File: src/rtl/ray_pkg.sv
// Shared widths, limits and state encoding for the nearest-wall selector.
package ray_pkg;

   localparam int COORD_W = 13;
   localparam int DIFF_W  = 14;
   localparam int DIST_W  = 27;
   localparam int COL_W   = 9;

   localparam logic [DIST_W-1:0] DIST_MAX = 27'h7FFFFFF;

   localparam logic [2:0] ST_IDLE    = 3'd0;
   localparam logic [2:0] ST_CAPTURE = 3'd1;
   localparam logic [2:0] ST_SQ0     = 3'd2;
   localparam logic [2:0] ST_SQ1     = 3'd3;
   localparam logic [2:0] ST_SQ2     = 3'd4;
   localparam logic [2:0] ST_SQ3     = 3'd5;
   localparam logic [2:0] ST_CMP     = 3'd6;
   localparam logic [2:0] ST_OUT     = 3'd7;

   typedef enum logic [2:0] {
      S_IDLE    = ST_IDLE,
      S_CAPTURE = ST_CAPTURE,
      S_SQ0     = ST_SQ0,
      S_SQ1     = ST_SQ1,
      S_SQ2     = ST_SQ2,
      S_SQ3     = ST_SQ3,
      S_CMP     = ST_CMP,
      S_OUT     = ST_OUT
   } state_t;

   // Player-minus-wall difference; one extra bit keeps the full +/-8191 range.
   function automatic logic signed [DIFF_W-1:0] coord_diff(
      input logic signed [COORD_W-1:0] a,
      input logic signed [COORD_W-1:0] b
   );
      return {a[COORD_W-1], a} - {b[COORD_W-1], b};
   endfunction

endpackage

File: src/rtl/square_unit.sv
// Combinational squarer: 14-bit signed difference in, 27-bit unsigned square out.
// Operands are limited to +/-8191, so the magnitude always fits in 13 bits.
module square_unit
   import ray_pkg::*;
(
   input  logic signed [DIFF_W-1:0] diff,
   output logic        [DIST_W-1:0] sq
);

   localparam int MAG_W  = DIFF_W - 1;
   localparam int PROD_W = 2 * MAG_W;

   logic [MAG_W-1:0]  mag;
   logic [PROD_W-1:0] prod;

   // take the magnitude first so the multiplier is a plain unsigned 13x13
   always_comb begin
      mag  = diff[DIFF_W-1] ? MAG_W'(-diff) : MAG_W'(diff);
      prod = PROD_W'(mag) * PROD_W'(mag);
      sq   = DIST_W'(prod);
   end

endmodule

File: src/rtl/ray_select_nearest.sv
// Nearest-wall selector: captures the horizontal and vertical finder results
// for one ray, squares the player-to-wall distances and hands the nearer valid
// hit to the column renderer over valid/ready.
// Build option: RAY_SELECT_PAR_SQ_EN instantiates two squarers and finishes
// the squares in two cycles instead of four; results are identical.
//
// state     | meaning
// ----------+-----------------------------------------------------------
// S_IDLE    | waiting for ray_start
// S_CAPTURE | collecting horiz/vert end_calc pulses, either order
// S_SQ0     | hdx^2 -> dist_h   (parallel build: hdx^2 + hdy^2)
// S_SQ1     | + hdy^2 -> dist_h (parallel build: vdx^2 + vdy^2 -> dist_v)
// S_SQ2     | vdx^2 -> dist_v   (unused in parallel build)
// S_SQ3     | + vdy^2 -> dist_v (unused in parallel build)
// S_CMP     | pick nearer valid hit, load result registers
// S_OUT     | raise out_valid, hold until out_ready
module ray_select_nearest
   import ray_pkg::*;
(
   input  logic                      clock,
   input  logic                      resetn,
   input  logic                      ray_start,
   input  logic        [COL_W-1:0]   column,
   input  logic signed [COORD_W-1:0] playerX,
   input  logic signed [COORD_W-1:0] playerY,
   input  logic signed [COORD_W-1:0] horiz_wallX,
   input  logic signed [COORD_W-1:0] horiz_wallY,
   input  logic                      horiz_wall_found,
   input  logic                      horiz_end_calc,
   input  logic signed [COORD_W-1:0] vert_wallX,
   input  logic signed [COORD_W-1:0] vert_wallY,
   input  logic                      vert_wall_found,
   input  logic                      vert_end_calc,
   output logic                      busy,
   output logic                      out_valid,
   input  logic                      out_ready,
   output logic signed [COORD_W-1:0] near_x,
   output logic signed [COORD_W-1:0] near_y,
   output logic        [DIST_W-1:0]  near_dist_sq,
   output logic                      near_side,
   output logic                      near_found,
   output logic        [COL_W-1:0]   out_column
);

   state_t                    state;
   logic        [COL_W-1:0]   col_q;
   logic signed [COORD_W-1:0] px_q, py_q;
   logic signed [COORD_W-1:0] hx_q, hy_q, vx_q, vy_q;
   logic                      hf_q, vf_q;
   logic                      h_cap, v_cap;
   logic        [DIST_W-1:0]  dist_h, dist_v;

   logic signed [DIFF_W-1:0]  hdx, hdy, vdx, vdy;

   assign hdx  = coord_diff(px_q, hx_q);
   assign hdy  = coord_diff(py_q, hy_q);
   assign vdx  = coord_diff(px_q, vx_q);
   assign vdy  = coord_diff(py_q, vy_q);
   assign busy = (state != S_IDLE);

`ifdef RAY_SELECT_PAR_SQ_EN
   logic signed [DIFF_W-1:0] sq0_in, sq1_in;
   logic        [DIST_W-1:0] sq0_out, sq1_out;

   // S_SQ0 squares the horizontal pair, S_SQ1 the vertical pair
   always_comb begin
      sq0_in = hdx;
      sq1_in = hdy;
      if (state == S_SQ1) begin
         sq0_in = vdx;
         sq1_in = vdy;
      end
   end

   square_unit u_sq0 (.diff(sq0_in), .sq(sq0_out));
   square_unit u_sq1 (.diff(sq1_in), .sq(sq1_out));
`else
   logic signed [DIFF_W-1:0] sq_in;
   logic        [DIST_W-1:0] sq_out;

   // one operand per square state on the shared squarer
   always_comb begin
      case (state)
         S_SQ1:   sq_in = hdy;
         S_SQ2:   sq_in = vdx;
         S_SQ3:   sq_in = vdy;
         default: sq_in = hdx;
      endcase
   end

   square_unit u_sq (.diff(sq_in), .sq(sq_out));
`endif

   // sequencing, capture, accumulation and the registered result
   always_ff @(posedge clock or negedge resetn) begin
      if (!resetn) begin
         state        <= S_IDLE;
         col_q        <= '0;
         px_q         <= '0;
         py_q         <= '0;
         hx_q         <= '0;
         hy_q         <= '0;
         vx_q         <= '0;
         vy_q         <= '0;
         hf_q         <= 1'b0;
         vf_q         <= 1'b0;
         h_cap        <= 1'b0;
         v_cap        <= 1'b0;
         dist_h       <= '0;
         dist_v       <= '0;
         out_valid    <= 1'b0;
         near_x       <= '0;
         near_y       <= '0;
         near_dist_sq <= '0;
         near_side    <= 1'b0;
         near_found   <= 1'b0;
         out_column   <= '0;
      end else if (ray_start) begin
         // a new ray always wins; anything in flight is dropped
         col_q     <= column;
         px_q      <= playerX;
         py_q      <= playerY;
         h_cap     <= 1'b0;
         v_cap     <= 1'b0;
         out_valid <= 1'b0;
         state     <= S_CAPTURE;
      end else begin
         case (state)
            S_CAPTURE: begin
               if (horiz_end_calc) begin
                  hx_q  <= horiz_wallX;
                  hy_q  <= horiz_wallY;
                  hf_q  <= horiz_wall_found;
                  h_cap <= 1'b1;
               end
               if (vert_end_calc) begin
                  vx_q  <= vert_wallX;
                  vy_q  <= vert_wallY;
                  vf_q  <= vert_wall_found;
                  v_cap <= 1'b1;
               end
               if ((h_cap || horiz_end_calc) && (v_cap || vert_end_calc))
                  state <= S_SQ0;
            end
`ifdef RAY_SELECT_PAR_SQ_EN
            S_SQ0: begin
               dist_h <= sq0_out + sq1_out;
               state  <= S_SQ1;
            end
            S_SQ1: begin
               dist_v <= sq0_out + sq1_out;
               state  <= S_CMP;
            end
`else
            S_SQ0: begin
               dist_h <= sq_out;
               state  <= S_SQ1;
            end
            S_SQ1: begin
               dist_h <= dist_h + sq_out;
               state  <= S_SQ2;
            end
            S_SQ2: begin
               dist_v <= sq_out;
               state  <= S_SQ3;
            end
            S_SQ3: begin
               dist_v <= dist_v + sq_out;
               state  <= S_CMP;
            end
`endif
            S_CMP: begin
               // ties go to the horizontal hit
               out_column <= col_q;
               near_found <= hf_q | vf_q;
               if (hf_q && (!vf_q || dist_h <= dist_v)) begin
                  near_x       <= hx_q;
                  near_y       <= hy_q;
                  near_dist_sq <= dist_h;
                  near_side    <= 1'b0;
               end else if (vf_q) begin
                  near_x       <= vx_q;
                  near_y       <= vy_q;
                  near_dist_sq <= dist_v;
                  near_side    <= 1'b1;
               end else begin
                  near_x       <= '0;
                  near_y       <= '0;
                  near_dist_sq <= DIST_MAX;
                  near_side    <= 1'b0;
               end
               state <= S_OUT;
            end
            S_OUT: begin
               // result registers settled at the compare edge; valid follows
               if (!out_valid) begin
                  out_valid <= 1'b1;
               end else if (out_ready) begin
                  out_valid <= 1'b0;
                  state     <= S_IDLE;
               end
            end
            default: state <= S_IDLE;
         endcase
      end
   end

endmodule
File: config.mk
export PLATFORM = sky130hd
export DESIGN_NAME = ray_select_nearest
export DESIGN_NICKNAME = d
export VERILOG_FILES = /design/src/rtl/ray_pkg.sv /design/src/rtl/square_unit.sv /design/src/rtl/ray_select_nearest.sv
export SDC_FILE = /design/constraint.sdc
export NUM_CORES = 1
export LEC_CHECK = 0
export ABC_AREA = 1
export ABC_CLOCK_PERIOD_IN_PS = 18700
export CAP_MARGIN = 25
export CORE_MARGIN = 2
export CORE_UTILIZATION = 62
export DETAILED_ROUTE_END_ITERATION = 6
export PLACE_DENSITY = 0.84
export SLEW_MARGIN = 40
export SYNTH_ARGS = -nofsm -noshare
export SYNTH_HDL_FRONTEND = slang
export SYNTH_SLANG_ARGS = --single-unit
File: constraint.sdc
create_clock -name clock -period 18.7 [get_ports clock]
set_input_delay 3.74 -clock clock [delete_from_list [all_inputs] [get_ports clock]]
set_output_delay 3.74 -clock clock [all_outputs]
set_load 0.02 [all_outputs]
==> results.tsv, run 1 <==
stage	metric	value	unit
clock_network	postcts setup bufs	0	
place	Post-DP HPWL	43900	um
place	Port-buffer cells	160	
clock_network	post-CTS sizing	0	
die	die footprint	32800	um^2
clock_network	clock sinks	213	
yosys	register area share after synthesis	0.274	
die	Die Height	181	um
clock_network	cts bufs inserted	25	
run	MaxCap Viol Count	0	
sta	Layout Skew	0.0144	ns
yosys	Yosys cell types	62	
finish	share of cells above drive strength 1	0.0709	
grt	vias in the first global route	18200	
yosys	simple-gate portion of the synthesized area	0.238	
setup_path	crit-path most repeated cell	inv_1	
sta	Fmax	88.3	MHz
clock_network	CTS tree	built	
route	DR iter-0 viols	1646	
route	drt total wl	58000	um
sta	setup repair after global routing missed its margin	no	
yosys	Mapped Nets	2900	
route	drt pass-1 iters	6	
hold_path	hold_sp	near_dist_sq[15]$_DFFE_PN0P_	
setup_path	Req. time, crit path	19.17	ns
sta	Max Slew Vio Count	0	
yosys	Avg Inst Size Synth	7.71	um^2
grt	total track usage	0.357	
setup_path	R2R depth	44	
sta	Fin. Hold Viols	0	
setup_path	FF-to-FF setup slack	7.38	ns
setup_path	CP Class	flip-flop to flip-flop	
yosys	mux cell area share after synthesis	0.0436	
setup_path	critical path's largest stage delay	0.71	ns
setup_path	crit end category	flip-flop	
clock_network	CTS root buffer	clkbuf_16	
route	Post-route DRC	0	
yosys	Yosys Warn Count	0	
clock_network	Reg clk slew, reported paths	0.06	ns
finish	most common cell after layout, fill and taps aside	nand2_1	
sta	total negative slack	0	ns
yosys	area of the mapped netlist	19500	um^2
grt	largest net degree at the start of global routing	105	
setup_path	Worst R2R End	dist_h[20]$_DFFE_PN0P_	
finish	NumNets Final	3025	
finish	commonest non-fill, non-tap cells in the layout	nand2_1, inv_1, dfrtp_1	
setup_path	Worst Path Max Fanout	36	
die	area of the core	30700	um^2
yosys	Post-synth ARST share	1.00	
route	vias after detailed routing	18200	
route	antenna-violating nets left	0	
setup_path	FF-to-FF Start	state[1]$_DFFE_PN0P_	
hold_path	Hold/Removal Path Class	flip-flop to flip-flop	
setup_path	CP startpoint	state[1]$_DFFE_PN0P_	
sta	Slew @ Worst Pin	0.829	ns
die	Die W	181	um
grt	total grt overflow	0	
place	dpl ws	7.66	ns
die	Starting Density	0.633	
setup_path	CP max-delay cell	clkinv_1	
setup_path	CP startpoint kind	flip-flop	
die	total I/O pin count	161	
sta	Fin Hold WS	0.478	ns
clock_network	worst-skew pair later-pin latency	0.56	ns
clock_network	CTS Hold Bufs	0	
yosys	Post-Synth Adder-Cell Area	0.218	
yosys	Post-synth EDFFs	0	
sta	Slew headroom	0.447	
place	gp weighted congestion	0.989	
finish	Area growth syn-to-layout	14.2	%
yosys	top_reg_cell synth	dfrtp_1	
run_status	status	finished clean	
route	drt wl/cell	18.9	um
grt	first-pass GRT wire length	94200	um
sta	Worst Slack Setup Final	7.38	ns
route	vias per cell	5.93	
yosys	Gate Count Post-Synth	2524	
sta	Period minus WS final	11.32	ns
die	Rows	64	
sta	Tcrit/Tclk final	0.605	
sta	final setup vio count	0	
hold_path	worst hold endpoint	near_dist_sq[15]$_DFFE_PN0P_	
yosys	largest family of logic cells by synthesized area	simple AND/OR/NAND/NOR gates	
yosys	XOR/XNOR share of the synthesized area	0.0242	
yosys	Synth Area in Compound Gates	0.107	
setup_path	CP arrival	11.78	ns
clock_network	H-tree Lvls	1	
clock_network	Clock Path Buffers	3	
hold_path	hold depth	2	
grt	initial antenna violation count	4	
yosys	Yosys reg bits	213	
[per-stage QoR]
stage	util	instance area, um^2	instances
after floorplan	-	19500	2524
after global placement	0.694	21300	3017
after detailed placement	0.694	21300	3017
after CTS	0.721	22200	3061
after global routing	0.723	22200	3065
final	0.723	22200	3065
[worst max-delay path by stage]
stage | depth (start not counted) | end
final | 44 | dist_h[20]$_DFFE_PN0P_
after global routing | 54 | dist_h[26]$_DFFE_PN0P_
after CTS | 54 | dist_h[26]$_DFFE_PN0P_
after detailed placement | 54 | dist_h[26]$_DFFE_PN0P_
after global placement | 54 | dist_h[26]$_DFFE_PN0P_
after floorplan | 53 | dist_h[26]$_DFFE_PN0P_
[cells by family (layout without fill, tap and decap cells)]
logic type | Yosys count | after routing
compound gates | 375 | 375
xor+xnor | 52 | 52
fa+ha+maj | 281 | 281
buf+inv | 470 | 612
flops | 213 | 213
mux | 78 | 78
other cells | 1 | 4
simple gates | 1054 | 1054
[routing by layer]
metal,wire length (um),vias up,GRT usage
li1,-,8479,-
met1,22400,8590,0.446
met2,27300,896,0.590
met3,4750,208,0.0601
met4,3550,2,0.199
met5,13,-,0
[registers in the layout, indices dropped and copies added, names as in the netlist, 3 cells and up]
register / count
state: 3
col_q: 9
hx_q: 13
near_x: 13
out_column: 9
near_dist_sq: 27
py_q: 13
hy_q: 13
vy_q: 13
near_y: 13
px_q: 13
dist_h: 27
dist_v: 27
vx_q: 13
[synth_stat cells (10+ instances only)]
cell,n,share of area
xor2_1,32,0.014
a31oi_1,16,0.0051
mux2_2,54,0.031
inv_1,377,0.073
nand2_1,580,0.11
nor2_1,154,0.030
fa_1,98,0.10
a21oi_1,143,0.037
mux2i_1,24,0.012
nor2_2,10,0.0032
a22oi_1,10,0.0039
xnor2_1,18,0.0081
nand2_2,14,0.0045
ha_1,183,0.12
dfrtp_1,213,0.27
o21bai_1,10,0.0039
clkbuf_1,59,0.011
o21ai_0,143,0.037
nand3_1,178,0.046
nand4_1,72,0.023
nor3_1,10,0.0026
[worst max-delay path, delay by kind of cell (launching register included)]
kind | cells | cell delay, ns
xor gates and xnor gates | 3 | 0.96
buffers and inverters | 10 | 1.51
and+or+nand+nor | 8 | 1.38
adders and majority gates | 11 | 4.40
AOI/OAI and AO/OA | 12 | 2.56
DFF | 1 | 0.39
[cell type report]
class / instances / area, um^2
diodes: 3 / 7.51
clock buffers: 31 / 668
multi-input cells: 1841 / 12300
flip-flops and latches: 213 / 5330
fillers: 2381 / 8530
clock inverters: 13 / 170
well taps: 396 / 495
repair buffers: 178 / 1760
inverters: 390 / 1470
Power of run 1 is not shown: default switching activity piles up to over one toggle a cycle in this logic, so the estimate is an artifact.
==> inputs of run 2 (changes only) <==
--- a/config.mk
+++ b/config.mk
@@ -6,12 +6,12 @@
 export NUM_CORES = 1
 export LEC_CHECK = 0
 export ABC_AREA = 1
-export ABC_CLOCK_PERIOD_IN_PS = 18700
+export ABC_CLOCK_PERIOD_IN_PS = 11000
 export CAP_MARGIN = 25
 export CORE_MARGIN = 2
-export CORE_UTILIZATION = 62
+export CORE_UTILIZATION = 60
 export DETAILED_ROUTE_END_ITERATION = 6
-export PLACE_DENSITY = 0.84
+export PLACE_DENSITY = 0.82
 export SLEW_MARGIN = 40
 export SYNTH_ARGS = -nofsm -noshare
 export SYNTH_HDL_FRONTEND = slang
==> constraint.sdc (replaced) <==
create_clock -name clock -period 11 [get_ports clock]
set_input_delay 2.2 -clock clock [delete_from_list [all_inputs] [get_ports clock]]
set_output_delay 2.2 -clock clock [all_outputs]
set_load 0.02 [all_outputs]
==> run 2 against run 1 <==
- cell count increased by 0.72%
- non-clock buffer count increased by 14
- worst setup slack worse by 6.6 ns
- critical endpoint is now dist_h[26]$_DFFE_PN0P_
- sequential share of layout area is 0.22 points lower
- first-iteration DRC count decreased by 14%
- maximum frequency up 11%
- highest routed layer is now met4
- the flow now finishes with violations (design-rule violations)
- largest cell class unchanged
- design area is 0.93% higher
==> results.tsv, run 2 (same netlist as run 1, synthesis figures left out) <==
stage	metric	value	unit	change
sta	Max Slew Vio Count	0		unchanged
place	placed inst area	21500	um^2	+0.66%
route	vias per cell	5.90		-0.47%
place	Placed Cells	3037		+0.66%
route	Post-Route M1 WL	23000	um	+2.9%
setup_path	CP arrival	10.71	ns	-1.07 ns
finish	final non-filler cell total	3087		+0.72%
place	Port-buffer cells	160		unchanged
finish	area of the multi-input gates	12300	um^2	+0.26%
finish	Final Cell Area	22400	um^2	+0.93%
route	DR iter-0 viols	1419		-14%
finish	Area growth syn-to-layout	15.2	%	
setup_path	Worst Path Max Fanout	13		-64%
route	drt total wl	58800	um	+1.4%
place	Post-DP HPWL	44700	um	+1.9%
route	vias after detailed routing	18200		+0.25%
sta	total negative slack	0	ns	unchanged
finish	register area	5330	um^2	unchanged
grt	initial antenna violation count	1		-3
clock_network	CTS root buffer	clkbuf_16		
clock_network	Clock Path Buffers	3		unchanged
grt	total track usage	0.354		-0.00266
sta	Period minus WS final	10.21	ns	-1.11 ns
route	drt pass-1 iters	7		+1
route	met2 wire len	28400	um	+4.0%
die	area of the core	31700	um^2	+3.1%
die	die footprint	33900	um^2	+3.3%
sta	Fin. Hold Viols	0		unchanged
setup_path	Req. time, crit path	11.50	ns	-7.67 ns
route	WL met3	4140	um	-13%
clock_network	CTS tree	built		
finish	most common cell after layout, fill and taps aside	nand2_1		
route	drt wl/cell	19.0	um	+0.66%
run_status	status	finished, violations left		
sta	Slew headroom	0.467		+0.0201
finish	commonest non-fill, non-tap cells in the layout	nand2_1, inv_1, dfrtp_1		
hold_path	Hold/Removal Path Class	flip-flop to flip-flop		
finish	# fillers	2497		+4.9%
setup_path	CP startpoint kind	flip-flop		
die	Die Height	184	um	+1.6%
clock_network	cts bufs inserted	26		+4.0%
run	MaxCap Viol Count	0		unchanged
sta	Tcrit/Tclk final	0.928		+0.323
clock_network	Reg clk slew, reported paths	0.07	ns	about the same
clock_network	CTS Hold Bufs	0		unchanged
finish	NumNets Final	3040		+0.50%
finish	share of cells above drive strength 1	0.0797		+0.00884
setup_path	critical path's largest stage delay	0.53	ns	-0.18 ns
run_status	failing checks	design-rule violations		
route	Post-route DRC	5		+5
setup_path	crit end category	flip-flop		
sta	final setup vio count	0		unchanged
place	gp weighted congestion	0.991		+0.19%
grt	vias in the first global route	18300		+0.088%
grt	largest net degree at the start of global routing	83		-21%
route	DR top layer	met4		
setup_path	CP max-delay cell	fa_1		
grt	total grt overflow	0		unchanged
finish	biggest regs	dist_h: 27 flops, dist_v: 27 flops, near_dist_sq: 27 flops		
setup_path	CP Class	flip-flop to flip-flop		
sta	Fmax	97.9	MHz	+11%
die	Die W	184	um	+1.6%
die	Starting Density	0.614		-0.0193
sta	Slew @ Worst Pin	0.800	ns	-0.0292 ns
die	total I/O pin count	161		unchanged
clock_network	worst-skew pair later-pin latency	0.58	ns	+0.02 ns
setup_path	crit-path most repeated cell	inv_1		
sta	Layout Skew	0.0272	ns	+0.0128 ns
grt	first-pass GRT wire length	94200	um	about the same
die	Rows	65		+1.6%
clock_network	H-tree Lvls	1		unchanged
clock_network	clock sinks	213		unchanged
route	antenna-violating nets left	0		unchanged
finish	fin util	0.707		-0.0155
run 2: cell types whose count changed in the layout (fill, tap and decap cells not counted), sizes merged:
cell,change
clkinv,+3
clkinvlp,-1
diode,-2
clkbuf,+1
buf,+14
inv,+1
run 2: through the flow:
stage / worst slack (ns) / hold slack [ns]
2_1_floorplan: 1.68 / 0.448
3_3_place_gp: 0.590 / 0.456
3_5_place_dp: 0.389 / 0.458
4_1_cts: 0.363 / 0.473
5_1_grt: -0.00656 / 0.493
6_report: 0.787 / 0.470
run 2: repair_timing:
item	CTS	global route
endpoints found under the setup margin	0	9
setup buffers	0	1
resized for setup	0	12
run 2: area by class of cell:
cell class,instances,area share
sequential,213,0.238
clock inverter,16,0.00898
tap,402,0.0224
multi-input combinational,1841,0.550
clock buffer,32,0.0309
antenna,1,0.000112
timing repair buffer,192,0.0838
inverter,390,0.0656
run 2: worst paths after layout:
| kind | start | slack (ns) | end | cells past startpoint |
|---|---|---|---|---|
| worst min-delay path | near_found$_DFFE_PN0P_ | 0.47 | near_found$_DFFE_PN0P_ | 2 |
| max in group asynchronous | resetn | 7.91 | py_q[2]$_DFFE_PN0P_ | 3 |
| min in group asynchronous | resetn | 1.57 | near_dist_sq[15]$_DFFE_PN0P_ | 1 |
| worst min register to register | near_found$_DFFE_PN0P_ | 0.47 | near_found$_DFFE_PN0P_ | 2 |
| worst max-delay path | state[0]$_DFFE_PN0P_ | 0.79 | dist_h[26]$_DFFE_PN0P_ | 54 |
| worst max register to register | state[0]$_DFFE_PN0P_ | 0.79 | dist_h[26]$_DFFE_PN0P_ | 54 |
run 2: worst max-delay path, delay by kind of cell (launching register included):
| kind | cells | cell delay [ns] |
|---|---|---|
| fa+ha+maj | 11 | 4.34 |
| simple gates | 19 | 2.51 |
| compound gates | 11 | 1.65 |
| buf+inv | 12 | 0.89 |
| flops | 1 | 0.39 |
| mux | 1 | 0.37 |
run 2: layer usage:
metal	up-vias	track usage
li1	8513	-
met1	8659	0.437
met2	866	0.608
met3	182	0.0512
met4	0	0.178
met5	-	0
Power of run 2 is left out for the same reason.
